--- src/rtl/fetch_queue.sv ---
`default_nettype none
// ============================================================================
//  Module   : fetch_queue
//  Purpose  : Instruction fetch stage. Owns the fetch PC, issues one
//             outstanding instruction-memory request at a time and buffers
//             returned {instr, pc} pairs in a DEPTH-entry FIFO that feeds the
//             decode stage over valid/ready. A redirect flushes the queue and
//             restarts fetch, discarding any response still in flight.
//  Revision : 1.0  initial release
// ============================================================================
module fetch_queue #(
    parameter int DEPTH = 4
) (
    input  logic                     CLK,
    input  logic                     reset_n,
    input  logic [63:0]              startpc,
    output logic                     imem_req,
    output logic [63:0]              imem_addr,
    input  logic                     imem_valid,
    input  logic [31:0]              imem_data,
    input  logic                     redirect,
    input  logic [63:0]              redirect_pc,
    output logic                     out_valid,
    input  logic                     out_ready,
    output logic [31:0]              out_instr,
    output logic [63:0]              out_pc,
    output logic [$clog2(DEPTH):0]   count
);

    localparam int                c_PTR_W = $clog2(DEPTH);
    localparam logic [c_PTR_W:0]  c_FULL  = (c_PTR_W + 1)'(DEPTH);

    typedef enum logic [1:0] {
        S_BOOT    = 2'd0,
        S_REQ     = 2'd1,
        S_HOLD    = 2'd2,
        S_DISCARD = 2'd3
    } state_e;

    state_e               state_q, state_d;
    logic [63:0]          fetch_pc_q, fetch_pc_d;
    logic [c_PTR_W-1:0]   rd_ptr_q, rd_ptr_d;
    logic [c_PTR_W-1:0]   wr_ptr_q, wr_ptr_d;
    logic [c_PTR_W:0]     count_q, count_d;

    logic [31:0]          instr_mem_q [DEPTH];
    logic [63:0]          pc_mem_q    [DEPTH];

    logic                 do_push;
    logic                 do_pop;

    // Word-alignment drops the two low address bits of both PC sources.
    logic                 unused_lsbs;
    assign unused_lsbs = ^{startpc[1:0], redirect_pc[1:0]};

    assign out_valid = (count_q != '0);
    assign do_pop    = out_valid & out_ready;
    assign imem_req  = (state_q == S_REQ);
    assign imem_addr = fetch_pc_q;
    assign count     = count_q;
    // Gate the head with out_valid so the unreset storage never leaks out.
    assign out_instr = out_valid ? instr_mem_q[rd_ptr_q] : 32'd0;
    assign out_pc    = out_valid ? pc_mem_q[rd_ptr_q]    : 64'd0;

    // Next-state: redirect outranks everything except BOOT, which ignores it.
    always_comb begin
        state_d    = state_q;
        fetch_pc_d = fetch_pc_q;
        rd_ptr_d   = rd_ptr_q;
        wr_ptr_d   = wr_ptr_q;
        count_d    = count_q;
        do_push    = 1'b0;

        if (redirect && (state_q != S_BOOT)) begin
            // Flush: any same-cycle pop is simply absorbed by the reset.
            rd_ptr_d   = '0;
            wr_ptr_d   = '0;
            count_d    = '0;
            fetch_pc_d = {redirect_pc[63:2], 2'b00};
            unique case (state_q)
                S_REQ:     state_d = imem_valid ? S_REQ : S_DISCARD;
                S_HOLD:    state_d = S_REQ;
                S_DISCARD: state_d = imem_valid ? S_REQ : S_DISCARD;
                default:   state_d = state_q;
            endcase
        end else begin
            do_push = (state_q == S_REQ) && imem_valid;
            if (do_push) begin
                wr_ptr_d = wr_ptr_q + 1'b1;
            end
            if (do_pop) begin
                rd_ptr_d = rd_ptr_q + 1'b1;
            end
            unique case ({do_push, do_pop})
                2'b10:   count_d = count_q + 1'b1;
                2'b01:   count_d = count_q - 1'b1;
                default: count_d = count_q;
            endcase

            unique case (state_q)
                S_BOOT: begin
                    fetch_pc_d = {startpc[63:2], 2'b00};
                    state_d    = S_REQ;
                end
                S_REQ: begin
                    if (imem_valid) begin
                        fetch_pc_d = fetch_pc_q + 64'd4;
                        if (count_d == c_FULL) begin
                            state_d = S_HOLD;
                        end
                    end
                end
                S_HOLD: begin
                    if (count_d != c_FULL) begin
                        state_d = S_REQ;
                    end
                end
                S_DISCARD: begin
                    if (imem_valid) begin
                        state_d = S_REQ;
                    end
                end
                default: state_d = S_BOOT;
            endcase
        end
    end

    // Control state and pointers, cleared asynchronously.
    always_ff @(posedge CLK or negedge reset_n) begin
        if (!reset_n) begin
            state_q    <= S_BOOT;
            fetch_pc_q <= 64'd0;
            rd_ptr_q   <= '0;
            wr_ptr_q   <= '0;
            count_q    <= '0;
        end else begin
            state_q    <= state_d;
            fetch_pc_q <= fetch_pc_d;
            rd_ptr_q   <= rd_ptr_d;
            wr_ptr_q   <= wr_ptr_d;
            count_q    <= count_d;
        end
    end

    // FIFO storage; contents are only observable behind out_valid.
    always_ff @(posedge CLK) begin
        if (do_push) begin
            instr_mem_q[wr_ptr_q] <= imem_data;
            pc_mem_q[wr_ptr_q]    <= fetch_pc_q;
        end
    end

endmodule
`default_nettype wire

--- config.mk ---
export PLATFORM = sky130hd
export DESIGN_NAME = fetch_queue
export DESIGN_NICKNAME = d
export VERILOG_FILES = /design/src/rtl/fetch_queue.sv
export SDC_FILE = /design/constraint.sdc
export NUM_CORES = 1
export LEC_CHECK = 0
export BUFFER_PORTS_ARGS = -buffer_cell sky130_fd_sc_hd__buf_2
export CORE_MARGIN = 2
export CORE_UTILIZATION = 57
export DETAILED_ROUTE_END_ITERATION = 6
export GPL_TIMING_DRIVEN = 1
export PLACE_DENSITY = 0.81
export SKIP_LAST_GASP = 1
export SLEW_MARGIN = 0
export SYNTH_ARGS = -nofsm -noshare
export SYNTH_HDL_FRONTEND = slang
export SYNTH_SLANG_ARGS = --single-unit
--- constraint.sdc ---
create_clock -name CLK -period 5.1 [get_ports CLK]
set_input_delay 0.51 -clock CLK [delete_from_list [all_inputs] [get_ports CLK]]
set_output_delay 0.51 -clock CLK [all_outputs]
set_load 0.005 [all_outputs]
==> qor.csv, run 1 <==
stage;metric;value;unit
worst_hold_path;hold crit path type;input pin to async pin;
power_and_ir_drop;Leak;8.42;nW
clocking;Resized cells post-CTS;0;
floorplanning;Top Ports;330;
synth;Syn Area/Cell;14.6;um^2
clocking;CTS Buf Count;45;
clocking;Root Buffer;clkbuf_16;
timing;worst slew pin tran;1.32;ns
synth;Synth Instances;1358;
synth;Post-synth EDFFs;376;
flow_run;max-cap violations;0;
timing;# setup viols final;0;
grt;global-route wire length before repair;78600;um
floorplanning;initial core utilization;57.6;%
timing;RSZ-0062 raised after global routing;no;
critical_path;Crit. End Element;output pin;
floorplanning;Die Footprint;36400;um^2
timing;Max Fclk;0.284;GHz
final_layout;Post-layout nets;1826;
final_layout;register area;13100;um^2
timing;Slew Limit Fails;0;
clocking;TritonCTS clock tree;yes;
final_layout;area of the multi-input gates;6430;um^2
clocking;Worst-Skew Late Latency;0.56;ns
critical_path;CP required;4.59;ns
drt;DR vias;13581;
floorplanning;# rows;68;
drt;Total Routed Length;52200;um
drt;DRC;0;
drt;1st-iter DRT viols;1199;
floorplanning;Die Wd;191;um
floorplanning;DIE HEIGHT;191;um
synth;area of the mapped netlist;19900;um^2
synth;Yosys warning count;0;
grt;initial antenna violation count;9;
placed_design;dpl hpwl;33200;um
grt;GRT Util Overall;28.8;%
drt;drt wl/cell;24.2;um
power_and_ir_drop;Peak VDD IR;0.000360;V
synth;Async SR Flop Fraction;15.9;%
timing;Setup Skew;0.0193;ns
clocking;Bufs on Longest Clock Path;3;
synth;number of synthesized register bits;447;
grt;pin count of the biggest net entering global routing;72;
grt;vias in the first global route;13383;
timing;post-route minimum period;3.52;ns
clocking;Clock Sinks;447;
drt;post-DR vias/cell;6.30;
final_layout;P&R area growth vs syn;17.4;%
timing;setup tns final;0;ns
critical_path;crit path max fanout;45;
synth;post-synthesis sequential area ratio;65.8;%
final_layout;final core utilization;67.7;%
clocking;H-tree levels;2;
timing;final period utilization;69.0;%
clocking;cts-stage hold buffer count;0;
placed_design;DP Worst Slack;1.84;ns
timing;final hold violations;0;
power_and_ir_drop;Pwr Total;11.0;mW
drt;Pre-Repair DR Iteration Count;6;
critical_path;Worst Path Class, Setup;flip-flop to output pin;
timing;Setup WS post-layout;1.58;ns
critical_path;Startpoint Class;flip-flop;
run_status;status;finished, final reports clean;
final_layout;fill count;2361;
power_and_ir_drop;P per Cell Area;471;nW/um^2
clocking;Reg clk slew, reported paths;0.06;ns
placed_design;final RePlAce weighted congestion;0.868;
drt;Detail Route Antenna Nets;0;
floorplanning;core area;34500;um^2
final_layout;layout cells sized above 1;30.5;%
placed_design;port bufs;321;
critical_path;Critical Path AT;3.01;ns
synth;most common flop cell mapped by yosys;edfxtp_1;
synth;Unique masters post-synth;69;
grt;GRT Residual Overflow;0;
timing;worst rel slew slack;11.2;%
clocking;Post-CTS Setup Inserts;0;
[where the power goes]
part	internal (mW)	switching [mW]
Sequential	4.36	0.596
Combinational	1.48	1.45
Clock	1.77	1.35
Total	7.61	3.39
[routing by layer]
metal,share of wire (%),track usage (%)
met5,0.021,0
met4,2.7,9.66
met1,39,39.2
met3,9.2,5.56
met2,49,47.1
[path summary, 6_finish.rpt]
kind	start	end	slack (ns)	cells after the start
setup / recovery	rd_ptr_q[0]	out_pc[12]	1.58	4
hold / removal	reset_n	imem_addr[20]	0.12	1
setup reg to reg	imem_addr[2]	imem_addr[58]	1.90	6
hold reg to reg	wr_ptr_q[0]	wr_ptr_q[0]	0.58	1
max in group asynchronous	reset_n	rd_ptr_q[1]	4.25	1
min in group CLK	imem_data[26]	instr_mem_q[2][26]	0.16	1
[flip-flops by register name, indices dropped and copies added (netlist names)]
signal	count
state_q	2
count	3
imem_addr	62
pc_mem_q	248
wr_ptr_q	2
rd_ptr_q	2
instr_mem_q	128
[metrics by stage]
| step | instances | cell area, um^2 | hold slack (ns) |
|---|---|---|---|
| 2_1_floorplan | 1361 | 19900 | 0.214 |
| 3_3_place_gp | 2062 | 21900 | 0.545 |
| 3_5_place_dp | 2062 | 21900 | 0.560 |
| 4_1_cts | 2145 | 23300 | 0.137 |
| 5_1_grt | 2150 | 23300 | 0.154 |
| 6_report | 2156 | 23300 | 0.117 |
[layout by cell type (no fill, tap or decap), types with 6 or more instances in the layout]
cell and n:
edfxtp_1 376, buf_2 320, and2_1 105, mux4_2 94, nand2_1 82, nor2_1 70, dfrtp_1 69, a21oi_1 63
nand3_1 63, o21ai_0 46, clkbuf_16 45, nor4_1 29, xnor2_1 22, nand4_1 20, nor3_1 20, buf_4 18
clkbuf_1 17, inv_1 15, and3_1 14, a211oi_1 13, mux2i_1 12, diode_2 11, a221o_1 10, xor2_1 8
or4_1 8, a22oi_1 8, or3_1 7, and4_1 6, ha_1 6
[cell families (layout without fill, tap and decap cells)]
logic type,count (synthesis),after routing,share of synthesized area (%)
adders and majority gates,7,7,0.479
muxes,107,107,11.3
buffers and inverters,110,439,2.16
other,1,15,0.0189
xor gates and xnor gates,30,30,1.32
DFF,447,447,65.8
and+or+nand+nor,457,457,12.5
AOI/OAI and AO/OA,199,199,6.45
[worst max-delay path: stages, from the launching register on]
cell	delay [ns]
dfrtp_4	1.07
buf_4	0.48
mux4_2	0.56
and2_1	0.20
buf_2	0.13
[cell usage after synthesis, drive strengths merged (4+ instances only)]
cell	n	area, um^2
a22o	5	43.8
inv	16	60.1
o21ai	50	250
nand4	22	168
edfxtp	376	11300
nand3	63	315
nand2	82	308
a211oi	13	97.6
buf	21	95.1
xnor2	22	193
and3	18	113
and4	6	52.6
a21oi	64	320
a31oi	5	31.3
dfrtp	71	1780
or3	9	61.3
a221o	10	100
or4	8	60.1
o211ai	4	30.0
nor3b	5	37.5
a211o	5	43.8
xor2	8	70.1
ha	6	75.1
mux4	94	2120
o221ai	4	35.0
clkbuf	73	274
nor4	30	194
nand3b	4	30.0
and2	105	657
mux2i	12	120
a22oi	8	60.1
nor2	70	263
nor3	20	100
[final cells by class]
class | count | area share, %
diodes | 11 | 0.118
clock buffers | 67 | 5.40
clock inverters | 16 | 0.563
inverters | 16 | 0.257
multi-input cells | 804 | 27.6
flip-flops and latches | 447 | 56.0
well taps | 455 | 2.44
repair buffers | 340 | 7.62
(Power assumes the default switching activity.)
==> inputs of run 2 (changes only) <==
- CORE_UTILIZATION: 57 -> 51
- PLACE_DENSITY: 0.81 -> 0.76
- clock period: 5.1 -> 3.2 ns (I/O delays scaled with it)
==> run 2 against run 1 <==
  * Total power up 65%
  * Utilization decreased by 4.4 points
  * Wire length is 5.0% higher
  * Final cell count is 6.9% higher
  * Clock skew up 0.0040 ns
  * Sequential share of layout area is 2.4 points lower
  * Die area is 12% higher
  * Sequential cell count unchanged
  * Worst hold slack got worse by 0.095 ns
  * Global-route usage is 1.9 points lower
  * Sequential power up 55%
  * Critical endpoint is now out_instr[22]
==> qor.csv, run 2 (synthesis gave the netlist of run 1 again) <==
stage;metric;value;unit
drt;DR vias;13951;
worst_hold_path;hold crit path type;input pin to flip-flop;
clocking;cts-stage hold buffer count;53;
critical_path;Crit. End Element;output pin;
floorplanning;# rows;72;
timing;RSZ-0062 raised after global routing;no;
power_and_ir_drop;P per Cell Area;743;nW/um^2
drt;Detail Route Antenna Nets;0;
clocking;Reg clk slew, reported paths;0.06;ns
run_status;status;finished, final reports clean;
final_layout;Reg with most FFs;pc_mem_q;
floorplanning;Top Ports;330;
grt;GR peak layer;met2;
timing;worst slew pin tran;1.37;ns
critical_path;flop2flop setup slack;0.39;ns
clocking;Resized cells post-CTS;0;
critical_path;Critical Path AT;2.58;ns
flow_run;max-cap violations;0;
grt;GR Layer Usage met1;36.8;%
critical_path;Worst Path Class, Setup;flip-flop to output pin;
timing;Slew Limit Fails;0;
clocking;Worst-Skew Late Latency;0.60;ns
timing;post-route minimum period;2.90;ns
floorplanning;Die Wd;201;um
timing;Max Fclk;0.345;GHz
critical_path;Slowest cell on crit path;dfrtp_4;
clocking;TritonCTS clock tree;yes;
placed_design;dpl hpwl;35400;um
drt;post-DR vias/cell;6.06;
final_layout;P&R area growth vs syn;22.8;%
final_layout;layout cells sized above 1;31.2;%
placed_design;final RePlAce weighted congestion;0.899;
critical_path;max incr delay on CP;0.70;ns
power_and_ir_drop;Peak VDD IR;0.000633;V
final_layout;final core utilization;63.2;%
grt;pin count of the biggest net entering global routing;96;
floorplanning;core area;38600;um^2
critical_path;CP required;2.88;ns
drt;DRC;0;
clocking;H-tree levels;2;
final_layout;commonest non-fill, non-tap cell in the layout;edfxtp_1;
drt;Total Routed Length;54800;um
grt;GRT met3 Usage;4.76;%
power_and_ir_drop;Leak;8.89;nW
timing;Fin Hold WS;0.0226;ns
final_layout;max reg flops;248;
drt;drt wl/cell;23.8;um
clocking;CTS Buf Count;47;
final_layout;most frequent cells in the layout;edfxtp_1 (376), buf_2 (320), and2_1 (105);
grt;global-route wire length before repair;82400;um
grt;M2 GR Usage;42.9;%
placed_design;port bufs;321;
critical_path;crit-path cells;buf_4 > mux4_2 > and2_1 > buf_2;
grt;vias in the first global route;13682;
power_and_ir_drop;Pwr Total;18.1;mW
timing;setup tns final;0;ns
timing;worst rel slew slack;8.31;%
drt;1st-iter DRT viols;1351;
timing;# setup viols final;0;
clocking;Bufs on Longest Clock Path;3;
critical_path;crit path max fanout;19;
drt;Pre-Repair DR Iteration Count;5;
floorplanning;DIE HEIGHT;201;um
grt;GRT Util Overall;26.8;%
grt;GRT Residual Overflow;0;
clocking;Root Buffer;clkbuf_16;
final_layout;Post-layout nets;1914;
critical_path;Startpoint Class;flip-flop;
timing;Setup Skew;0.0233;ns
floorplanning;initial core utilization;51.5;%
timing;final hold violations;0;
clocking;Post-CTS Setup Inserts;0;
grt;initial antenna violation count;10;
clocking;Clock Sinks;447;
timing;final period utilization;90.6;%
floorplanning;Die Footprint;40500;um^2
==> run 2: cell type report <==
class | count | area [um^2]
fill | 2923 | 14200
sequential | 447 | 13100
multi-input combinational | 804 | 6430
timing repair buffer | 426 | 2670
clock buffer | 58 | 1250
tap | 518 | 648
clock inverter | 26 | 238
inverter | 16 | 60.1
antenna | 9 | 22.5
==> run 2: routing by layer <==
layer	up-vias	wire [um]
li1	6077	-
met1	6982	21600
met2	768	26400
met3	122	4730
met4	2	2000
met5	-	13
==> run 2: through the flow <==
step	cell area, um^2	std cells	worst slack [ns]
floorplan	19900	1361	-0.0182
global placement	22300	2158	0.520
detailed placement	22300	2158	0.477
CTS	24400	2295	0.232
global route	24400	2302	0.154
finish	24400	2304	0.300
==> run 2: final timing paths <==
check	start	to	depth (start not counted)
max	rd_ptr_q[0]	out_instr[22]	4
min reg2reg	wr_ptr_q[1]	wr_ptr_q[1]	1
max reg2reg	imem_addr[7]	imem_addr[58]	5
min in group asynchronous	reset_n	imem_addr[54]	2
max in group asynchronous	reset_n	rd_ptr_q[0]	2
min	redirect_pc[6]	imem_addr[6]	3
==> run 2: critical path: cells and delay by family (launching register included) <==
| kind | cells | cell delay [ns] |
|---|---|---|
| simple gates | 1 | 0.17 |
| flops | 1 | 0.70 |
| buf+inv | 2 | 0.53 |
| mux | 1 | 0.57 |
==> run 2: report_power, final <==
group          total (mW)  switching, mW  internal [mW]
Sequential           7.68          0.729           6.95
Combinational        5.16           2.64           2.52
Clock                5.29           2.26           3.03
